$ cat src/rtl/mem_arb_pkg.sv
// Shared types for the unified I/D memory arbiter.
// The optional fairness feature is selected by MEM_ARB_FAIRNESS_EN (see mem_arb_pick).
package mem_arb_pkg;

  localparam int unsigned ARB_DATA_W = 32;
  localparam int unsigned BE_W       = ARB_DATA_W / 8;

  typedef enum logic [1:0] {
    IDLE  = 2'd0,
    IBUSY = 2'd1,
    DBUSY = 2'd2,
    IDROP = 2'd3
  } arb_state_e;

  typedef enum logic {
    OWN_I = 1'b0,
    OWN_D = 1'b1
  } owner_e;

endpackage

$ cat src/rtl/mem_arb_pick.sv
// Combinational owner picker: fixed data priority, or alternation on collisions
// when MEM_ARB_FAIRNESS_EN is defined.
module mem_arb_pick
  import mem_arb_pkg::*;
(
  input  logic ireq,
  input  logic dreq,
  input  logic last_owner,
  output logic grant_valid,
  output logic owner
);

  always_comb begin
    grant_valid = ireq | dreq;
    owner       = OWN_I;
`ifdef MEM_ARB_FAIRNESS_EN
    // On a collision hand the memory to whoever did not own the last grant.
    if (ireq && dreq) begin
      owner = (last_owner == OWN_D) ? OWN_I : OWN_D;
    end else if (dreq) begin
      owner = OWN_D;
    end
`else
    if (dreq) begin
      owner = OWN_D;
    end
`endif
  end

`ifndef MEM_ARB_FAIRNESS_EN
  logic unused_last_owner;
  assign unused_last_owner = last_owner;
`endif

endmodule

$ cat src/rtl/mem_arbiter.sv
// Single-ported I/D memory arbiter: one outstanding transaction, fetch-kill support.
// Define MEM_ARB_FAIRNESS_EN to alternate owners when both stages collide.
module mem_arbiter
  import mem_arb_pkg::*;
#(
  parameter int unsigned ADDR_W = 32,
  parameter int unsigned DATA_W = 32
) (
  input  logic                clk,
  input  logic                reset_n,
  input  logic                IReqF,
  input  logic [ADDR_W-1:0]   IAddrF,
  input  logic                IKillF,
  output logic                IReadyF,
  output logic [DATA_W-1:0]   IRdataF,
  input  logic                DReqM,
  input  logic                DWeM,
  input  logic [ADDR_W-1:0]   DAddrM,
  input  logic [DATA_W-1:0]   DWdataM,
  input  logic [DATA_W/8-1:0] DBeM,
  output logic                DReadyM,
  output logic [DATA_W-1:0]   DRdataM,
  output logic                mem_req,
  output logic                mem_we,
  output logic [ADDR_W-1:0]   mem_addr,
  output logic [DATA_W-1:0]   mem_wdata,
  output logic [DATA_W/8-1:0] mem_be,
  input  logic                mem_gnt,
  input  logic                mem_rvalid,
  input  logic [DATA_W-1:0]   mem_rdata,
  output logic                StallMemF,
  output logic                StallMemM
);

  localparam int unsigned BW = DATA_W / 8;

  arb_state_e state;
  logic       ireq_pend;
  logic       pick_valid;
  logic       pick_owner;
  logic       sel_valid;
  logic       sel_owner;
  logic       issue;
  logic       lock_vld;
  logic       lock_own;
  logic       last_owner;

  assign ireq_pend = IReqF & ~IKillF;

  mem_arb_pick u_pick (
    .ireq        (ireq_pend),
    .dreq        (DReqM),
    .last_owner  (last_owner),
    .grant_valid (pick_valid),
    .owner       (pick_owner)
  );

  // A request still waiting for mem_gnt keeps its owner so the mem_* fields stay stable.
  always_comb begin
    sel_valid = pick_valid;
    sel_owner = pick_owner;
    if (lock_vld) begin
      sel_owner = lock_own;
      sel_valid = (lock_own == OWN_D) ? DReqM : ireq_pend;
    end
  end

  assign issue = (state == IDLE) && sel_valid;

  // Memory request fields; zero whenever nothing is being requested.
  always_comb begin
    mem_req   = issue;
    mem_we    = 1'b0;
    mem_addr  = '0;
    mem_wdata = '0;
    mem_be    = '0;
    if (issue) begin
      if (sel_owner == OWN_D) begin
        mem_we    = DWeM;
        mem_addr  = DAddrM;
        mem_wdata = DWdataM;
        mem_be    = DWeM ? DBeM : {BW{1'b1}};
      end else begin
        mem_addr  = IAddrF;
        mem_be    = {BW{1'b1}};
      end
    end
  end

  // Responses pass straight through; a kill in the response cycle swallows the fetch.
  assign IReadyF   = (state == IBUSY) && mem_rvalid && !IKillF;
  assign DReadyM   = (state == DBUSY) && mem_rvalid;
  assign IRdataF   = mem_rdata;
  assign DRdataM   = mem_rdata;
  assign StallMemF = IReqF & ~IReadyF & ~IKillF;
  assign StallMemM = DReqM & ~DReadyM;

  always_ff @(posedge clk or negedge reset_n) begin
    if (!reset_n) begin
      state      <= IDLE;
      lock_vld   <= 1'b0;
      lock_own   <= OWN_I;
      last_owner <= OWN_I;
    end else begin
      case (state)
        IDLE: begin
          if (issue && mem_gnt) begin
            state      <= (sel_owner == OWN_D) ? DBUSY : IBUSY;
            last_owner <= sel_owner;
            lock_vld   <= 1'b0;
          end else begin
            lock_vld <= issue;
            lock_own <= sel_owner;
          end
        end
        IBUSY: begin
          if (mem_rvalid) begin
            state <= IDLE;
          end else if (IKillF) begin
            state <= IDROP;
          end
        end
        DBUSY: begin
          if (mem_rvalid) begin
            state <= IDLE;
          end
        end
        IDROP: begin
          if (mem_rvalid) begin
            state <= IDLE;
          end
        end
        default: state <= IDLE;
      endcase
    end
  end

endmodule

$ cat config.mk
export PLATFORM = sky130hd
export DESIGN_NAME = mem_arbiter
export DESIGN_NICKNAME = d
export VERILOG_FILES = /design/src/rtl/mem_arb_pkg.sv /design/src/rtl/mem_arb_pick.sv /design/src/rtl/mem_arbiter.sv
export SDC_FILE = /design/constraint.sdc
export NUM_CORES = 1
export LEC_CHECK = 0
export CAP_MARGIN = 25
export CORE_AREA = 2 2 107 109
export CTS_CLUSTER_SIZE = 12
export DETAILED_ROUTE_END_ITERATION = 16
export DIE_AREA = 0 0 109 111
export GPL_TIMING_DRIVEN = 0
export SYNTH_ARGS = -nofsm -noshare
export SYNTH_HDL_FRONTEND = slang
export SYNTH_SLANG_ARGS = --single-unit
export TNS_END_PERCENT = 10
$ cat constraint.sdc
create_clock -name clk -period 4.2 [get_ports clk]
set_input_delay 1.05 -clock clk [delete_from_list [all_inputs] [get_ports clk]]
set_output_delay 1.05 -clock clk [all_outputs]
set_load 0.05 [all_outputs]
==> results.json, run 1 <==
{
  "cts_tree": "done",
  "finalSetupViolCount": 0,
  "path_cells": "clkdlybuf4s50_1 -> nand2b_1 -> a21boi_1 -> or3_1 -> buf_6 -> buf_6 -> a21oi_2 -> dlygate4sd2_1",
  "hold_path_class": "register to register",
  "wl_per_cell_um": 13.2,
  "layout.cells.non_filler": 645,
  "synth-seq-cells": 4,
  "slowest_delay_ns": 0.53,
  "synth_area_leaders": "buf_4 30%, a21oi_2 16%, nand2_1 16%, and2_1 12%, dfrtp_1 6.2%",
  "synth_cells": 254,
  "fmax_mhz": 241,
  "rsz0062_at_grt": "true",
  "cellPowerDensity_nw_per_um2": 541,
  "power.total_mw": 2.26,
  "worstPathMaxFanout": 10,
  "ios": 278,
  "leakagePower_nw": 1.88,
  "dr.first_iter.drc_count": 90,
  "drive_gt1_frac": 0.315,
  "dpl_worst_slack_ns": -0.576,
  "clock_sinks": 4,
  "worstMarginPinSlew_ns": 0.527,
  "worstSetupStartpointType": "primary input",
  "grt_pass1_vias": 2515,
  "dieWidth_um": 109,
  "nNetsFinal": 644,
  "drv_cap": 0,
  "grt_pass1_wl_um": 12200,
  "yosysTopAreaCell": "buf_4",
  "cts_buffers": 3,
  "die_h_um": 111,
  "avgSynthCellArea_um2": 6.38,
  "synth_top_area_frac": 0.297,
  "status": "completed",
  "syn-cell-area_um2": 1620,
  "fin_util": 0.378,
  "start_util": 0.146,
  "clock_latency_ns": 0.22,
  "synth_fp_nets": 394,
  "yosysSeqAreaShare": 0.0618,
  "finalCritPeriodShare": 0.990,
  "worstPathRequired_ns": 3.15,
  "dieArea_um2": 12100,
  "globalRoute.totalOverflow": 0,
  "rows": 39,
  "slew_headroom": 0.648,
  "crit_top_cell": "buf_6",
  "vias": 2503,
  "worst_slack_ns": 0.0438,
  "hold_ws_ns": 0.566,
  "ant_nets": 0,
  "yosysUniqueCellTypes": 29,
  "max-vdd-ir-drop_mv": 0.314,
  "drc": 0,
  "grt_max_degree": 11,
  "gp_congestion": 0.854,
  "n_antenna_cell": 0,
  "drt-total-wl_um": 8510,
  "clk_path_buf_depth": 2,
  "cp.arrival_ns": 3.11,
  "htreeDepth": 1,
  "grt_use_total": 0.128,
  "first_pass_iters": 4,
  "dpl.hpwl_um": 7690,
  "io_buffers": 245,
  "hold_violations": 0,
  "area_delta_synth_final_pct": 158,
  "yosys_warnings": 0,
  "clkSlewWorstSetupHoldPaths_ns": 0.03,
  "via_per_inst": 3.88,
  "cts_root_buf": "clkbuf_16",
  "drv_slew": 0,
  "skew_ns": 0.000651,
  "min_period_ns": 4.16,
  "critPathKind": "primary input to primary output",
  "endpoint_kind": "primary output",
  "core-area_um2": 11100,
  "antenna_found_initial": 0,
  "crit_slowest_cell": "dlygate4sd2_1",
  "post-place-cells": 642
}
## sequential cells by signal, summed over array words and instances, names as in the netlist
name / flops
state: 2
lock_vld: 1
lock_own: 1
## layout make-up
class | instances | area (µm²)
Clock buffer | 3 | 75.1
Sequential cell | 4 | 100
Tap cell | 143 | 179
Multi-Input combinational cell | 162 | 917
Fill cell | 1154 | 6890
Buffer | 79 | 578
Inverter | 9 | 33.8
Timing Repair Buffer | 245 | 2300
## Yosys cell counts
cell,count
o21a_1,1
o21ai_1,1
a21boi_1,1
and2_1,32
nand2b_1,2
or3_1,1
and3_1,2
or2_0,1
a21oi_1,3
a31oi_1,6
nand2_1,68
buf_2,2
clkbuf_1,9
o21ai_0,2
inv_2,1
or4b_1,1
a21oi_2,30
buf_6,4
buf_4,64
inv_1,8
nor2_1,3
o31ai_1,1
nor3b_2,1
or2_2,1
dfrtp_1,4
nand4_1,1
o22ai_1,1
a311oi_1,1
nor3_1,2
## what timing repair did
| action | in CTS | in global routing |
|---|---|---|
| endpoints found under the hold margin | 0 | 0 |
| resized for setup | 133 | 68 |
| endpoints found under the setup margin | 68 | 43 |
| setup buffers | 0 | 0 |
| hold buffers | 0 | 0 |
## stage by stage
stage / TNS (ns) / area [µm²]
after floorplan: 0 / 1620
after global placement: -21.67 / 4250
after detailed placement: -21.75 / 4250
after CTS: -0.000165 / 4320
after global routing: -0.0808 / 4180
final: 0 / 4180
## cell families (layout without fill, tap and decap cells)
logic type             after synthesis  count (layout)  share of synthesized area
AND/OR/NAND/NOR                    115             115                      0.339
buffers and inverters               88             336                      0.372
flip-flops                           4               4                     0.0618
AO/OA/AOI/OAI                       47              47                      0.227
## report_power, final
group          switching (mW)  internal [mW]
Sequential             0.0196         0.0567
Combinational            1.43          0.615
Clock                  0.0236          0.121
## cells in the final DEF, fill, tap and decap left out, drive strengths merged, types with 3 or more instances in the layout
master / synthesis / layout
nand2: 68 / 68
and2: 32 / 32
dlygate4sd2: 0 / 17
a21oi: 33 / 33
dfrtp: 4 / 4
nor2: 3 / 3
a31oi: 6 / 6
clkdlybuf4s15: 0 / 20
clkdlybuf4s50: 0 / 177
clkbuf: 9 / 30
buf: 70 / 82
inv: 9 / 9
o21ai: 3 / 3
## worst max-delay path, delay by kind of cell
family                 cells  cell delay [ns]
AO/OA/AOI/OAI              2             0.23
AND/OR/NAND/NOR            2             0.50
buffers and inverters      4             1.32
## layer usage
layer | track usage | share of wire | up-vias
met5 | 0 | 0 | -
met2 | 0.252 | 0.52 | 167
li1 | - | - | 1246
met4 | 0.0205 | 0.0049 | 0
met1 | 0.123 | 0.33 | 1087
met3 | 0.0511 | 0.14 | 3
## path summary, 6_finish.rpt
path | from | endpoint | slack (ns) | depth (start not counted)
max | IKillF | mem_addr[7] | 0.04 | 8
min | lock_own | lock_own | 0.57 | 2
max reg2reg | lock_vld | state[1] | 2.76 | 4
min reg2reg | lock_own | lock_own | 0.57 | 2
max in group asynchronous | reset_n | state[1] | 3.01 | 1
min in group asynchronous | reset_n | lock_vld | 1.03 | 1
Note: power is estimated with default switching activity, not from simulation.
==> inputs of run 2 (changes only) <==
- CORE_AREA: 2 2 107 109 -> 2 2 108 110
- CTS_BUF_LIST: not set -> sky130_fd_sc_hd__clkbuf_8
- DIE_AREA: 0 0 109 111 -> 0 0 110 112
==> run 2 against run 1 <==
  * First-iteration DRC count down 43%
  * Critical path depth down 1
  * Non-clock buffer count unchanged
  * Via count up 1.1%
  * Combinational power up 2%
  * Sequential power up 0.8%
  * Cell count unchanged
  * Routed wire length up 5.2%
  * Clock-buffer cell count unchanged
  * Maximum frequency up 1.2%
  * Worst setup slack better by 0.048 ns
  * Core utilization up 0.32 points
  * Critical endpoint is now mem_be[2]
  * Highest routed layer unchanged
==> results.json, run 2 (same netlist as run 1, synthesis figures left out) <==
{
  "status": "completed",
  "leakagePower_nw": 1.84,
  "clkSlewWorstSetupHoldPaths_ns": 0.03,
  "critical_path.n_buffers_inverters": 3,
  "die_h_um": 112,
  "area_delta_synth_final_pct": 163,
  "grt_use_total": 0.128,
  "via_per_inst": 3.92,
  "grt_pass1_wl_um": 12400,
  "worstMarginPinSlew_ns": 0.524,
  "nNetsFinal": 644,
  "cts_buffers": 3,
  "wl_per_cell_um": 13.9,
  "finalSetupViolCount": 0,
  "regMostFlops": "state",
  "final_common_cell": "clkdlybuf4s50_1",
  "drv_slew": 0,
  "path_depth": 7,
  "post-place-cells": 642,
  "max-vdd-ir-drop_mv": 0.257,
  "gp_congestion": 0.813,
  "rows": 39,
  "internal_power_mw": 0.769,
  "cellPowerDensity_nw_per_um2": 526,
  "globalRoute.totalOverflow": 0,
  "largest_registers": "state (2), lock_own (1), lock_vld (1)",
  "seq_power_share": 0.034,
  "start_util": 0.145,
  "ant_nets": 0,
  "drv_cap": 0,
  "dr.first_iter.drc_count": 51,
  "largest_reg_flops": 2,
  "vias": 2531,
  "core-area_um2": 11200,
  "clock_sinks": 4,
  "drc": 0,
  "first_pass_iters": 4,
  "clock_latency_ns": 0.21,
  "critPathKind": "primary input to primary output",
  "hold_path_class": "register to register",
  "dpl.hpwl_um": 8160,
  "crit_slowest_cell": "dlygate4sd2_1",
  "clk_path_buf_depth": 2,
  "cp.arrival_ns": 3.06,
  "cts_root_buf": "clkbuf_8",
  "min_period_ns": 4.11,
  "worstSetupStartpointType": "primary input",
  "finalCritPeriodShare": 0.978,
  "r2r_cells": 4,
  "ios": 278,
  "hold_violations": 0,
  "slowest_delay_ns": 0.56,
  "io_buffers": 245,
  "path_cells": "clkdlybuf4s50_1 -> nand2b_1 -> a21boi_1 -> or3_1 -> buf_6 -> a31oi_1 -> dlygate4sd2_1",
  "skew_ns": 0.000151,
  "switching_share": 0.657,
  "cts_tree": "done",
  "cts_setup_buffers": 0,
  "worst_slack_ns": 0.0913,
  "antenna_found_initial": 0,
  "p_switching_mw": 1.47,
  "grt_pass1_vias": 2622,
  "endpoint_kind": "primary output",
  "drive_gt1_frac": 0.345,
  "grt_max_degree": 11,
  "dieArea_um2": 12300,
  "power_frac_comb": 0.930,
  "clkPwrFrac": 0.036,
  "worstPathMaxFanout": 10,
  "htreeDepth": 1,
  "layout_common_cells": "176 x clkdlybuf4s50_1, 68 x nand2_1, 64 x buf_4, 40 x clkdlybuf4s15_2, 32 x and2_1",
  "min_path_cells": 2,
  "ctsHoldBuffers": 0,
  "rsz0062_at_grt": "false",
  "critPathTopFamily": "buffers and inverters",
  "power.total_mw": 2.24,
  "fmax_mhz": 243,
  "drt-total-wl_um": 8950,
  "slew_headroom": 0.649,
  "worstPathRequired_ns": 3.15,
  "layout.cells.non_filler": 645,
  "dieWidth_um": 110,
  "n_antenna_cell": 0,
  "dpl_worst_slack_ns": -0.575
}
## run 2: cell types whose count changed in the layout (fill, tap and decap cells not counted), sizes merged
cell	delta
clkdlybuf4s15	+20
clkbuf	-9
dlygate4sd2	-8
buf	-2
clkdlybuf4s50	-1
## run 2: worst paths after layout
check	startpoint	endpoint	slack, ns
hold / removal	lock_own	lock_own	0.57
setup / recovery	IKillF	mem_be[2]	0.09
setup reg to reg	lock_vld	state[1]	2.74
min in group asynchronous	reset_n	state[1]	1.04
hold reg to reg	lock_own	lock_own	0.57
max in group asynchronous	reset_n	lock_own	3.00
## run 2: layer usage
layer | up-vias | share of wire | GRT usage
met5 | - | 0 | 0
met4 | 0 | 0.018 | 0.0346
met3 | 8 | 0.13 | 0.0375
met2 | 165 | 0.52 | 0.265
met1 | 1118 | 0.32 | 0.115
li1 | 1240 | - | -
## run 2: cell type report
| type | instances | area, µm² |
|---|---|---|
| Fill cell | 1180 | 6920 |
| Sequential cell | 4 | 100 |
| Buffer | 79 | 582 |
| Timing Repair Buffer | 245 | 2400 |
| Inverter | 9 | 33.8 |
| Clock buffer | 3 | 41.3 |
| Multi-Input combinational cell | 162 | 925 |
| Tap cell | 143 | 179 |
## run 2: worst reg2reg max path: cells and delay by family (launching register included)
kind               cells  cell delay [ns]
AOI/OAI and AO/OA      1             0.23
and+or+nand+nor        3             0.69
DFF                    1             0.43
## run 2: power groups by stage
| stage | clock network [mW] | registers, mW | logic (mW) |
|---|---|---|---|
| floorplan | 0 | 0.0719 | 1.46 |
| CTS | 0.0820 | 0.0758 | 2.13 |
| global placement | 0 | 0.0754 | 2.19 |
| finish | 0.0796 | 0.0769 | 2.08 |
| detailed placement | 0 | 0.0765 | 2.20 |
| global route | 0.0837 | 0.0804 | 2.19 |
## run 2: per-stage QoR
stage                     TNS, ns  utilization  hold WS (ns)  area, µm²
after detailed placement   -25.41        0.380         0.570       4250
after floorplan                 0            -         0.508       1620
after global routing            0        0.381         0.618       4260
final                           0        0.381         0.565       4260
after CTS                       0        0.389         0.577       4350
after global placement     -24.00        0.380         0.552       4250
## run 2: timing repair
action                     4_1_cts  5_1_grt
setup endpoints to repair       69       54
cloned                           0        0
gates resized for setup        182       43
==> inputs of run 3 (changes only) <==
- SLEW_MARGIN: not set -> 25
==> results of run 3 <==
The final DEF is identical to that of run 2; final timing and power are the same.
